$ cat config.mk
export PLATFORM = sky130hd
export DESIGN_NAME = sobel_scan_ctrl
export DESIGN_NICKNAME = d
export VERILOG_FILES = /design/src/rtl/sobel_scan_ctrl.sv
export SDC_FILE = /design/constraint.sdc
export NUM_CORES = 1
export LEC_CHECK = 0
export ABC_AREA = 0
export CORE_ASPECT_RATIO = 1.5
export CORE_MARGIN = 10
export CORE_UTILIZATION = 50
export DETAILED_ROUTE_END_ITERATION = 10
export DONT_BUFFER_PORTS = 1
export PLACE_DENSITY = 0.64
export REMOVE_ABC_BUFFERS = 1
export SETUP_SLACK_MARGIN = 0.4
export SYNTH_ARGS = -nofsm -noshare
export SYNTH_HDL_FRONTEND = slang
export SYNTH_SLANG_ARGS = --single-unit
$ cat constraint.sdc
create_clock -name clk -period 3.5 [get_ports clk]
set_clock_uncertainty 0.2 [all_clocks]
set_input_delay 0.35 -clock clk [delete_from_list [all_inputs] [get_ports clk]]
set_output_delay 0.35 -clock clk [all_outputs]
set_load 0.02 [all_outputs]
$ cat src/rtl/sobel_scan_ctrl.sv
// sobel_scan_ctrl: raster-scan read / window-shift / result-strobe sequencer for the Sobel datapath.
// Defining SOBEL_CTRL_PERF_EN adds a saturating stall-cycle counter output (stall_cnt).
module sobel_scan_ctrl #(
  parameter int IMG_W  = 8,
  parameter int IMG_H  = 4,
  parameter int ADDR_W = 16
) (
  input  logic              clk,
  input  logic              rst,
  input  logic              start,
  input  logic              hold,
  output logic              busy,
  output logic              done,
  output logic              rd_en,
  output logic [ADDR_W-1:0] rd_addr,
  output logic              lb_shift,
  output logic              win_valid,
  output logic              win_border,
`ifdef SOBEL_CTRL_PERF_EN
  output logic [ADDR_W-1:0] wr_addr,
  output logic [15:0]       stall_cnt
`else
  output logic [ADDR_W-1:0] wr_addr
`endif
);
  localparam int NPIX = IMG_W * IMG_H;
  localparam int SC_W = ADDR_W + 1;
  localparam logic [ADDR_W-1:0] RC_LAST  = ADDR_W'(NPIX - 1);
  localparam logic [ADDR_W-1:0] COL_LAST = ADDR_W'(IMG_W - 1);
  localparam logic [ADDR_W-1:0] ROW_LAST = ADDR_W'(IMG_H - 1);
  localparam logic [SC_W-1:0]   SC_FIRST = SC_W'(IMG_W + 1);
  localparam logic [SC_W-1:0]   SC_LAST  = SC_W'(NPIX + IMG_W);
  typedef enum logic [1:0] {IDLE, RUN, FLUSH, DONE} state_t;
  state_t state_q;
  logic lb_q, busy_q, done_q, flush_tick;
  logic [ADDR_W-1:0] rc_q, oc_q, row_q, col_q;
  logic [SC_W-1:0] sc_q;
  always_comb begin
    rd_en      = state_q == RUN && !hold;
    flush_tick = state_q == FLUSH && !lb_q && !hold;
    lb_shift   = lb_q | flush_tick;
    win_valid  = lb_shift && sc_q >= SC_FIRST;
    win_border = win_valid && (row_q == '0 || row_q == ROW_LAST || col_q == '0 || col_q == COL_LAST);
    rd_addr    = rc_q;
    wr_addr    = oc_q;
    busy       = busy_q;
    done       = done_q;
  end
  // The window centre lags the read pointer by IMG_W+1 shifts; flush shifts push the tail out.
  always_ff @(posedge clk or negedge rst) begin
    if (!rst) begin
      state_q <= IDLE;
      lb_q    <= 1'b0;
      busy_q  <= 1'b0;
      done_q  <= 1'b0;
      rc_q    <= '0;
      sc_q    <= '0;
      oc_q    <= '0;
      row_q   <= '0;
      col_q   <= '0;
    end else begin
      lb_q <= rd_en;
      if (rd_en) rc_q <= rc_q + ADDR_W'(1);
      if (lb_shift) sc_q <= sc_q + SC_W'(1);
      if (win_valid) begin
        oc_q  <= oc_q + ADDR_W'(1);
        col_q <= col_q == COL_LAST ? '0 : col_q + ADDR_W'(1);
        row_q <= col_q == COL_LAST ? row_q + ADDR_W'(1) : row_q;
      end
      case (state_q)
        IDLE: if (start) begin
          state_q <= RUN;
          busy_q  <= 1'b1;
          rc_q    <= '0;
          sc_q    <= '0;
          oc_q    <= '0;
          row_q   <= '0;
          col_q   <= '0;
        end
        RUN: if (rd_en && rc_q == RC_LAST) state_q <= FLUSH;
        FLUSH: if (lb_shift && sc_q == SC_LAST) begin
          state_q <= DONE;
          busy_q  <= 1'b0;
          done_q  <= 1'b1;
        end
        default: begin
          state_q <= IDLE;
          done_q  <= 1'b0;
        end
      endcase
    end
  end
`ifdef SOBEL_CTRL_PERF_EN
  logic [15:0] stall_cnt_q;
  assign stall_cnt = stall_cnt_q;
  always_ff @(posedge clk or negedge rst) begin
    if (!rst) stall_cnt_q <= '0;
    else if (state_q == IDLE && start) stall_cnt_q <= '0;
    else if (busy_q && hold && stall_cnt_q != 16'hFFFF) stall_cnt_q <= stall_cnt_q + 16'd1;
  end
`endif
endmodule

==> results of run 1 <==
## worst register-to-register path, delay by kind of cell (launching register included)
family	cells	cell delay, ns
AOI/OAI and AO/OA	2	0.77
DFF	1	0.42
buffers and inverters	1	0.19
and+or+nand+nor	3	1.10
## cells in the mapped netlist, drive strengths merged, types with 11 or more instances
master  instances  area share
nand2          41       0.034
xor2           11       0.020
ha             12       0.032
o21ai          34       0.040
inv            18       0.015
nand4          16       0.021
a21oi          49       0.061
xnor2          21       0.039
nand3          23       0.024
or3            29       0.038
nor2           47       0.037
dfrtp          86        0.45
or4            15       0.026
## repair_timing
action | in CTS | in global routing
buffers inserted | 1 | 0
endpoints found under the hold margin | 86 | 0
hold buffers | 2 | 0
gates resized for setup | 0 | 0
setup endpoints to repair | 2 | 0
## area by class of cell
cell class	count	share of cell area
flip-flops and latches	86	0.415
inverters	18	0.0135
well taps	112	0.0270
clock buffers	14	0.0509
multi-input cells	383	0.467
repair buffers	13	0.0256
clock inverters	1	0.000965
## flip-flops by register name (all words and copies together) (netlist names)
signal,count
busy,1
col_q,16
done,1
lb_q,1
rd_addr,16
row_q,16
sc_q,17
state_q,2
wr_addr,16
## power by group
part	leakage [nW]	total [W]	internal [W]	switching, W
Combinational	0.802	0.000463	0.000167	0.000296
Clock	0.133	0.000886	0.000516	0.000370
Sequential	1.19	0.00116	0.00105	0.000105
Total	2.12	0.00250	0.00173	0.000771
## metrics by stage
stage	std cells	worst slack, ns	instance area, um^2	hold WS, ns	total power, W
finish	627	0.595	5180	0.0616	0.00250
global route	627	0.523	5180	0.0552	0.00264
CTS	627	0.578	5180	0.0490	0.00254
detailed placement	609	0.680	4870	-0.142	0.00162
global placement	609	0.733	4870	-0.143	0.00161
floorplan	487	0.566	4640	-0.146	0.00147
## path summary, 6_finish.rpt
| path | cells past startpoint | from | to |
|---|---|---|---|
| max | 5 | sc_q[13]$_DFF_PN0_ | win_valid |
| min | 2 | hold | lb_q$_DFF_PN0_ |
| max reg2reg | 6 | sc_q[13]$_DFF_PN0_ | col_q[15]$_DFF_PN0_ |
| min reg2reg | 1 | state_q[1]$_DFFE_PN0P_ | state_q[1]$_DFFE_PN0P_ |
| max in group asynchronous | 2 | rst | lb_q$_DFF_PN0_ |
| min in group asynchronous | 2 | rst | wr_addr[10]$_DFF_PN0_ |
## layout by cell type (no fill, tap or decap), types with 9 or more instances in the layout
cell,count
nand2_1,40
o31ai_1,10
a21oi_1,37
or4_1,12
nand4_1,16
ha_1,12
nor4_1,9
xor2_1,11
or3_1,29
nor3_1,10
dfrtp_1,86
nand3_1,23
a21oi_2,12
clkbuf_16,9
inv_1,16
buf_4,10
xnor2_1,21
and3_1,10
o21ai_0,27
nor2_1,47
## metal layers
layer  up-vias  routed length (um)  global-route usage
met5         -                   0                   0
met4         0                 172              0.0492
met3        15                 309              0.0342
met2        50                5580               0.267
met1      1889                4570               0.188
li1       1853                   -                   -
## kinds of logic (layout without fill, tap and decap cells)
group / Yosys count / in the layout
compound gates: 114 / 114
xor+xnor: 32 / 32
fa+ha+maj: 12 / 12
buf+inv: 35 / 46
flops: 86 / 86
mux: 3 / 3
simple gates: 222 / 222
==> reports/results.ini, run 1 <==
[status]
status = completed

[finish]
syn_to_final_growth_pct = 9.17
multiInputGateArea_mm2 = 0.00242
post_route_cells_drive_above_1_share = 0.0990
n_fill_cell = 849
diodes = 0
seqCellArea_mm2 = 0.00215
fin_util = 0.560
finalNetCount = 527

[worst_setup_path]
crit_buf_inv = 2
path_cells = or4_4, or4_4, o21ai_4, inv_4, buf_4
critPathMaxStageDelay_ns = 0.58
start_kind = register
end_kind = primary output
crit_path_top_delay_cell = or4_4
crit_required_ns = 2.95
path_class = reg -> out
crit_fanout = 9
crit_arrival_ns = 2.36
cp_common_cell = or4_4
rrSetupSlack_ns = 0.74
cp_top_family = simple AND/OR/NAND/NOR gates

[power]
p_leak_nw = 2.12
vdd_ir_drop_max_mv = 0.267
power-per-cell-area_mw_per_mm2 = 483

[timing]
period_share = 0.830
worstMarginPinSlew_ns = 0.686
setup_viol_count_final = 0
rsz0062_at_grt = false
setup_tns_ns = 0
post-route-min-period_ns = 2.91
maxSlewViolCount = 0
hold_viol_final = 0
slew_headroom = 0.542
fmaxAchievable_ghz = 0.344

[clock_network]
cts_sinks = 86
numCtsBuffers = 9
clk_latency_ns = 0.34
cts_tree = built
htree_levels = 3
ctsRootBufferMaster = clkbuf_16
cts_buffer_depth = 2
clkTransAtPathRegs_ns = 0.06

[global_routing]
gr-total-overflow = 0
grt_pass1_wl_mm = 18.2
grtUsageTotal = 0.156
grt_pass1_vias = 3604
antenna_found_initial = 0
grt_max_degree = 87

[route]
postRouteAntennaNets = 0
wire_per_inst_um = 16.9
drt_wl_total_mm = 10.6
drtIter0Drc = 135
via_per_inst = 6.07
drc = 0
via_count = 3807
dr.pass1.iters = 4

[synthesis]
synth_compound_area_frac = 0.157
synthAdderAreaFrac = 0.0316
synth_warnings = 0
synth_edf_count = 0
ys_seq_elements = 86
synth_cells = 504
async_flop_share = 1.00
avgSynthCellArea_um2 = 9.42
synth_top_family_by_area = simple AND/OR/NAND/NOR gates
synth_xor_area_frac = 0.0590
seq_area_frac_synth = 0.453
synth.distinct_cells = 55
synthMuxAreaShare = 0.00685
synthFlopType = dfrtp_1
syn_area_mm2 = 0.00475
synthSimpleGateAreaFrac = 0.255

[floorplan]
ios = 42
core_mm2 = 0.00925
die_w_um = 99.6
row_count = 43
initial_utilization = 0.513
dieArea_mm2 = 0.0139
die_y_um = 139

[placement]
hpwl_mm = 7.51
portBuffers = 0
gp_congestion = 0.809

[worst_hold_path]
min_path_type = in -> reg

[flow_run]
drv_cap = 0

No activity file was read; power rests on OpenSTA's default activity.
==> run 2, diff against run 1 <==
ABC_AREA = 1   (was 0)
clock period = 2.75 ns   (was 3.5 ns; I/O delays follow)
==> run 2 against run 1 <==
Compared with the run above:
- the flow now finishes with violations (negative hold slack)
- via count grew 25%
- register-to-register slack worse by 0.17 ns
- cell area grew 15%
- worst hold slack worse by 0.64 ns
- largest cell class unchanged
- cell count is 46% higher
- clock power increased by 43%
- setup slack got worse by 0.12 ns
==> reports/results.ini, run 2 <==
[floorplan]
die_w_um = 105  ; +5.7%
dieArea_mm2 = 0.0156  ; +12%
ios = 42  ; unchanged
row_count = 46  ; +7.0%
core_mm2 = 0.0106  ; +15%
die_y_um = 148  ; +6.1%
initial_utilization = 0.512  ; -0.00113

[route]
postRouteAntennaNets = 0  ; unchanged
dr.pass1.iters = 4  ; unchanged
drtIter0Drc = 256  ; +90%
via_count = 4744  ; +25%
via_per_inst = 5.18  ; -15%
drc = 0  ; unchanged
wire_per_inst_um = 13.8  ; -19%
drt_wl_total_mm = 12.6  ; +19%

[power]
vdd_ir_drop_max_mv = 0.482  ; +81%
fin_total_pwr_w = 0.00359  ; +43%
p_leak_nw = 2.86  ; +35%
power-per-cell-area_mw_per_mm2 = 604  ; +25%

[worst_setup_path]
end_kind = primary output
worstSetupStartpoint = col_q[0]$_DFF_PN0_
crit_path_top_delay_cell = dfrtp_1
endpoint = win_border
rr_startpoint = state_q[1]$_DFFE_PN0P_
start_kind = register
crit_required_ns = 2.28  ; -0.67 ns
reg2reg_depth = 11  ; +5
crit_buf_inv = 1  ; -1
crit_arrival_ns = 1.80  ; -0.56 ns
rrSetupSlack_ns = 0.57  ; -0.17 ns
crit_cells = 6  ; +1
crit_fanout = 6  ; -3
worstReg2RegEnd = state_q[1]$_DFFE_PN0P_
critPathMaxStageDelay_ns = 0.44  ; -0.14 ns
path_class = reg -> out
cp_top_family = flip-flops
path_cells = ha_1, nand3_1, nor2_4, o21ai_0, a21oi_2, buf_4

[synthesis]
ys_seq_elements = 86  ; unchanged
synthDominantCellAreaShare = 0.395  ; -0.0585
async_flop_share = 1.00  ; unchanged
synth_area_leaders = dfrtp_1 (39%), nand2_1 (13%), nor2_1 (9.0%), inv_1 (7.0%), nand3_1 (5.6%)
synthFlopType = dfrtp_1
synth_cells = 759  ; +51%
yosysTopAreaCell = dfrtp_1
yosysMostFrequentCell = nand2_1
synth_edf_count = 0  ; unchanged
avgSynthCellArea_um2 = 7.18  ; -24%
synth.distinct_cells = 40  ; -27%
seq_area_frac_synth = 0.395  ; -0.0585
synth_common_cells = nand2_1 (183), nor2_1 (130), inv_1 (101)
syn_area_mm2 = 0.00545  ; +15%
synth_warnings = 0  ; unchanged

[placement]
hpwl_mm = 9.18  ; +22%
dp.cells = 894  ; +47%
gp_congestion = 0.826  ; +2.1%
pre_cts_slack_ns = 0.443  ; -0.237 ns
portBuffers = 0  ; unchanged

[global_routing]
antenna_found_initial = 0  ; unchanged
grtUsageTotal = 0.168  ; +0.0125
grt_max_degree = 87  ; unchanged
grt_pass1_vias = 4821  ; +34%
grt_use_met1 = 0.180  ; -0.00739
busiest_layer = met2
met3_usage = 0.0392  ; +0.00497
use_met2 = 0.314  ; +0.0475
gr-total-overflow = 0  ; unchanged
grt_pass1_wl_mm = 22.1  ; +21%

[timing]
post-route-min-period_ns = 2.28
setup_tns_ns = 0  ; unchanged
rsz0062_at_grt = true
hold_viol_final = 86  ; +86
layout_setup_ws_ns = 0.471  ; -0.124 ns
maxSlewViolCount = 0  ; unchanged
fmaxAchievable_ghz = 0.439
worstMarginPinSlew_ns = 0.465  ; -0.221 ns
setup_viol_count_final = 0  ; unchanged
slew_headroom = 0.690  ; +0.148
fin_hold_ws_ns = -0.581  ; -0.642 ns
period_share = 0.829

[finish]
multiInputGateArea_mm2 = 0.00277  ; +15%
largest_register_ffs = 17  ; unchanged
post_route_cells_drive_above_1_share = 0.109  ; +0.00992
seqCellArea_mm2 = 0.00215  ; unchanged
layout_commonest_cell = nand2_1
diodes = 0  ; unchanged
finalNonFillerCells = 915  ; +46%
finalNetCount = 782  ; +48%
layout_common_cells = nand2_1 (183), nor2_1 (129), inv_1 (101)
largest-register = sc_q
n_fill_cell = 1028  ; +21%
syn_to_final_growth_pct = 8.95

[worst_hold_path]
min_path_type = in -> async

[status]
status = finished, violations left
violations = negative hold slack

[flow_run]
drv_cap = 0  ; unchanged

[clock_network]
cts_hold_buf = 1  ; -1
cts_tree = built
ctsRootBufferMaster = clkbuf_16
clk_latency_ns = 0.35  ; about the same
htree_levels = 3  ; unchanged
clkTransAtPathRegs_ns = 0.07  ; about the same
cts_sinks = 86  ; unchanged
cts_buffer_depth = 2  ; unchanged
numCtsBuffers = 9  ; unchanged

run 2: cell types whose count changed after synthesis, moves of 11 or more:
| cell | delta |
|---|---|
| nand2_1 | +143 |
| inv_1 | +85 |
| a21oi_1 | -11 |
| or4_1 | -12 |
| or3_1 | -29 |
| nor2_1 | +83 |
| nand2_2 | +14 |
| xnor2_1 | -17 |
| nand3_1 | +38 |
run 2: cell type report:
cell class,instances,area share
clock buffer,10,0.0402
tap,144,0.0303
inverter,107,0.0683
clock inverter,6,0.0116
multi-input combinational,548,0.467
timing repair buffer,14,0.0202
sequential,86,0.362
run 2: timing repair:
| action | CTS | global route |
|---|---|---|
| pin swaps | 1 | 2 |
| resized for setup | 1 | 3 |
| setup endpoints to repair | 2 | 6 |
| setup buffers | 2 | 2 |
| endpoints found under the hold margin | 89 | 86 |
run 2: worst register-to-register path, cell delays in order (launching register included):
cell and delay, ns:
dfrtp_1 0.40, inv_1 0.08, ha_1 0.23, nand2_2 0.14, nor3_2 0.30, nand2_1 0.16, nor2_1 0.12, nand2_1 0.10
nand2_1 0.11, nand3_1 0.10, nand2_1 0.07, nand2_1 0.05
run 2: how the worst min path moves through the flow:
stage | start | end | slack (ns)
4_1_cts | rst | col_q[14]$_DFF_PN0_ | -0.59
3_3_place_gp | rst | col_q[11]$_DFF_PN0_ | -0.22
5_1_grt | rst | rd_addr[14]$_DFF_PN0_ | -0.60
3_5_place_dp | rst | col_q[11]$_DFF_PN0_ | -0.22
6_report | rst | col_q[3]$_DFF_PN0_ | -0.58
2_1_floorplan | rst | busy$_DFFE_PN0P_ | -0.22
run 2: cell families after synthesis:
family | synth area share
simple gates | 0.370
xor+xnor | 0.0305
flops | 0.395
compound gates | 0.0780
buf+inv | 0.0989
fa+ha+maj | 0.0275
run 2: metrics by stage:
step | hold WS, ns | instance area, um^2 | utilization
2_1_floorplan | -0.221 | 5320 | -
3_3_place_gp | -0.216 | 5580 | 0.524
3_5_place_dp | -0.216 | 5580 | 0.524
4_1_cts | -0.588 | 5910 | 0.555
5_1_grt | -0.596 | 5940 | 0.558
6_report | -0.581 | 5940 | 0.558
run 2: report_power, final:
| group | total [W] | switching, W | internal (W) |
|---|---|---|---|
| logic | 0.000829 | 0.000552 | 0.000277 |
| registers | 0.00149 | 0.000142 | 0.00135 |
| clock network | 0.00127 | 0.000533 | 0.000735 |
| total | 0.00359 | 0.00123 | 0.00236 |
run 2: routing by layer:
layer | wire, um | vias up | part of all wire
met3 | 495 | 16 | 0.039
met2 | 6790 | 59 | 0.54
li1 | - | 2393 | -
met5 | 0 | - | 0
met4 | 211 | 0 | 0.017
met1 | 5140 | 2276 | 0.41
==> run 3, diff against run 2 <==
clock period = 2.1 ns   (was 2.75 ns; I/O delays follow)
==> run 3 against run 2 <==
Compared with the run above:
- the run ends with negative hold slack, negative setup slack left
- highest routed layer unchanged
- sequential power rose by 29%
- non-clock buffer count rose by 118
- clock power rose by 30%
- cell area rose by 38%
- largest power group is now combinational cells
- global-route usage rose by 2.0 points
==> reports/results.ini, run 3 (synthesized netlist as in run 2, its figures left out) <==
[status]
status = finished, violations left
violations = negative hold slack, negative setup slack

[timing]
post-route-min-period_ns = 2.16
maxSlewViolCount = 0  ; unchanged
fmaxAchievable_ghz = 0.462
rsz0062_at_grt = true
fin_hold_ws_ns = -0.638  ; -0.0569 ns
setup_tns_ns = -0.135  ; -0.135 ns
slew_headroom = 0.673  ; -0.0170
layout_setup_ws_ns = -0.0627  ; -0.534 ns
period_share = 1.03
worstMarginPinSlew_ns = 0.486  ; +0.0218 ns
setup_viol_count_final = 6  ; +6
hold_viol_final = 86  ; unchanged

[finish]
fin_util = 0.768  ; +0.210
post_route_cells_drive_above_1_share = 0.416  ; +0.307
fin_area_mm2 = 0.00817  ; +38%
diodes = 0  ; unchanged
layout_common_cells = nand2_1 (144), inv_1 (90), nor2_1 (90)
layout_commonest_cell = nand2_1
n_fill_cell = 655  ; -36%
largest-register = sc_q
finalNetCount = 901  ; +15%
largest_register_ffs = 17  ; unchanged
syn_to_final_growth_pct = 49.9

[clock_network]
clkTransAtPathRegs_ns = 0.07  ; about the same
ctsRootBufferMaster = clkbuf_16
clk_latency_ns = 0.34  ; about the same
numCtsBuffers = 9  ; unchanged
cts_sinks = 86  ; unchanged
cts_tree = built
cts_hold_buf = 1  ; unchanged
cts_buffer_depth = 2  ; unchanged
htree_levels = 3  ; unchanged

[global_routing]
grtUsageTotal = 0.188  ; +0.0198
grt_pass1_wl_mm = 24.3  ; +10%
gr-total-overflow = 0  ; unchanged
grt_pass1_vias = 5155  ; +6.9%
antenna_found_initial = 0  ; unchanged
grt_max_degree = 87  ; unchanged

[floorplan]
row_count = 46  ; unchanged
die_y_um = 148  ; unchanged
ios = 42  ; unchanged
core_mm2 = 0.0106  ; unchanged
initial_utilization = 0.512  ; unchanged
die_w_um = 105  ; unchanged
dieArea_mm2 = 0.0156  ; unchanged

[power]
power-per-cell-area_mw_per_mm2 = 764  ; +26%
vdd_ir_drop_max_mv = 0.793  ; +64%
p_leak_nw = 3.82  ; +34%

[worst_setup_path]
start_kind = register
end_kind = register
worstSetupStartpoint = state_q[0]$_DFFE_PN0P_
crit_required_ns = 2.13  ; -0.15 ns
reg2reg_depth = 12  ; +1
endpoint = sc_q[16]$_DFF_PN0_
worstReg2RegEnd = sc_q[16]$_DFF_PN0_
rr_startpoint = state_q[0]$_DFFE_PN0P_
crit_fanout = 7  ; +1
path_class = reg -> reg
crit_arrival_ns = 2.20  ; +0.40 ns
rrSetupSlack_ns = -0.06  ; -0.63 ns

[placement]
portBuffers = 0  ; unchanged
dpl_cell_area_mm2 = 0.00586  ; +5.1%
hpwl_mm = 9.45  ; +2.9%
gp_congestion = 0.871  ; +5.4%

[route]
wire_per_inst_um = 17.9  ; +29%
postRouteAntennaNets = 0  ; unchanged
drc = 0  ; unchanged
dr.pass1.iters = 5  ; +1
via_per_inst = 5.56  ; +7.2%
via_count = 5743  ; +21%
drtIter0Drc = 362  ; +41%
drt_wl_total_mm = 18.5  ; +46%

[flow_run]
drv_cap = 0  ; unchanged

[worst_hold_path]
min_path_type = in -> async

==> run 3: layer usage <==
layer,track usage,vias to the layer above,wire (um),part of all wire
li1,-,2652,-,-
met5,0,-,0,0
met2,0.349,236,10000,0.54
met1,0.200,2776,6570,0.36
met4,0.0764,0,909,0.049
met3,0.0396,79,924,0.050
==> run 3: worst min path at each step <==
stage	start	end	slack, ns	cells past startpoint
CTS	rst	row_q[5]$_DFF_PN0_	-0.64	0
global placement	rst	col_q[11]$_DFF_PN0_	-0.28	0
finish	rst	col_q[10]$_DFF_PN0_	-0.64	0
floorplan	rst	busy$_DFFE_PN0P_	-0.29	0
detailed placement	rst	col_q[11]$_DFF_PN0_	-0.28	0
global route	rst	col_q[13]$_DFF_PN0_	-0.65	0
==> run 3: final cells by class <==
type	instances	area [um^2]	share of cell area
Multi-Input combinational cell	548	3650	0.446
Sequential cell	86	2170	0.265
Timing Repair Buffer	132	1440	0.176
Inverter	107	433	0.0530
Clock buffer	9	225	0.0276
Tap cell	144	180	0.0220
Clock inverter	6	71.3	0.00872
Timing Repair inverter	1	8.76	0.00107
==> run 3: repair_timing <==
item	4_1_cts	5_1_grt
gates cloned	6	6
pin swaps	26	96
endpoints found under the hold margin	95	86
gates resized for setup	96	200
buffers inserted	36	44
endpoints found under the setup margin	84	88
==> run 3: worst max-delay path: stages (launching register included) <==
cell,delay [ns]
dfrtp_1,0.41
inv_2,0.10
ha_4,0.16
inv_4,0.04
o21bai_4,0.17
buf_6,0.13
buf_6,0.09
buf_8,0.13
nand3_4,0.07
nor2_4,0.14
nand4_1,0.16
o21ai_1,0.20
nor2_1,0.06
==> run 3: metrics by stage <==
step                setup slack (ns)  instances  power (W)
finish                       -0.0627       1033    0.00625
detailed placement           -0.0318        925    0.00318
CTS                           0.0201        983    0.00527
global route                 -0.0882       1033    0.00649
floorplan                     -0.522        741    0.00271
global placement              0.0390        925    0.00315
==> run 3: power breakdown <==
| group | switching, W | internal (W) |
|---|---|---|
| logic | 0.00141 | 0.00126 |
| clock network | 0.000721 | 0.000927 |
| registers | 0.000150 | 0.00177 |
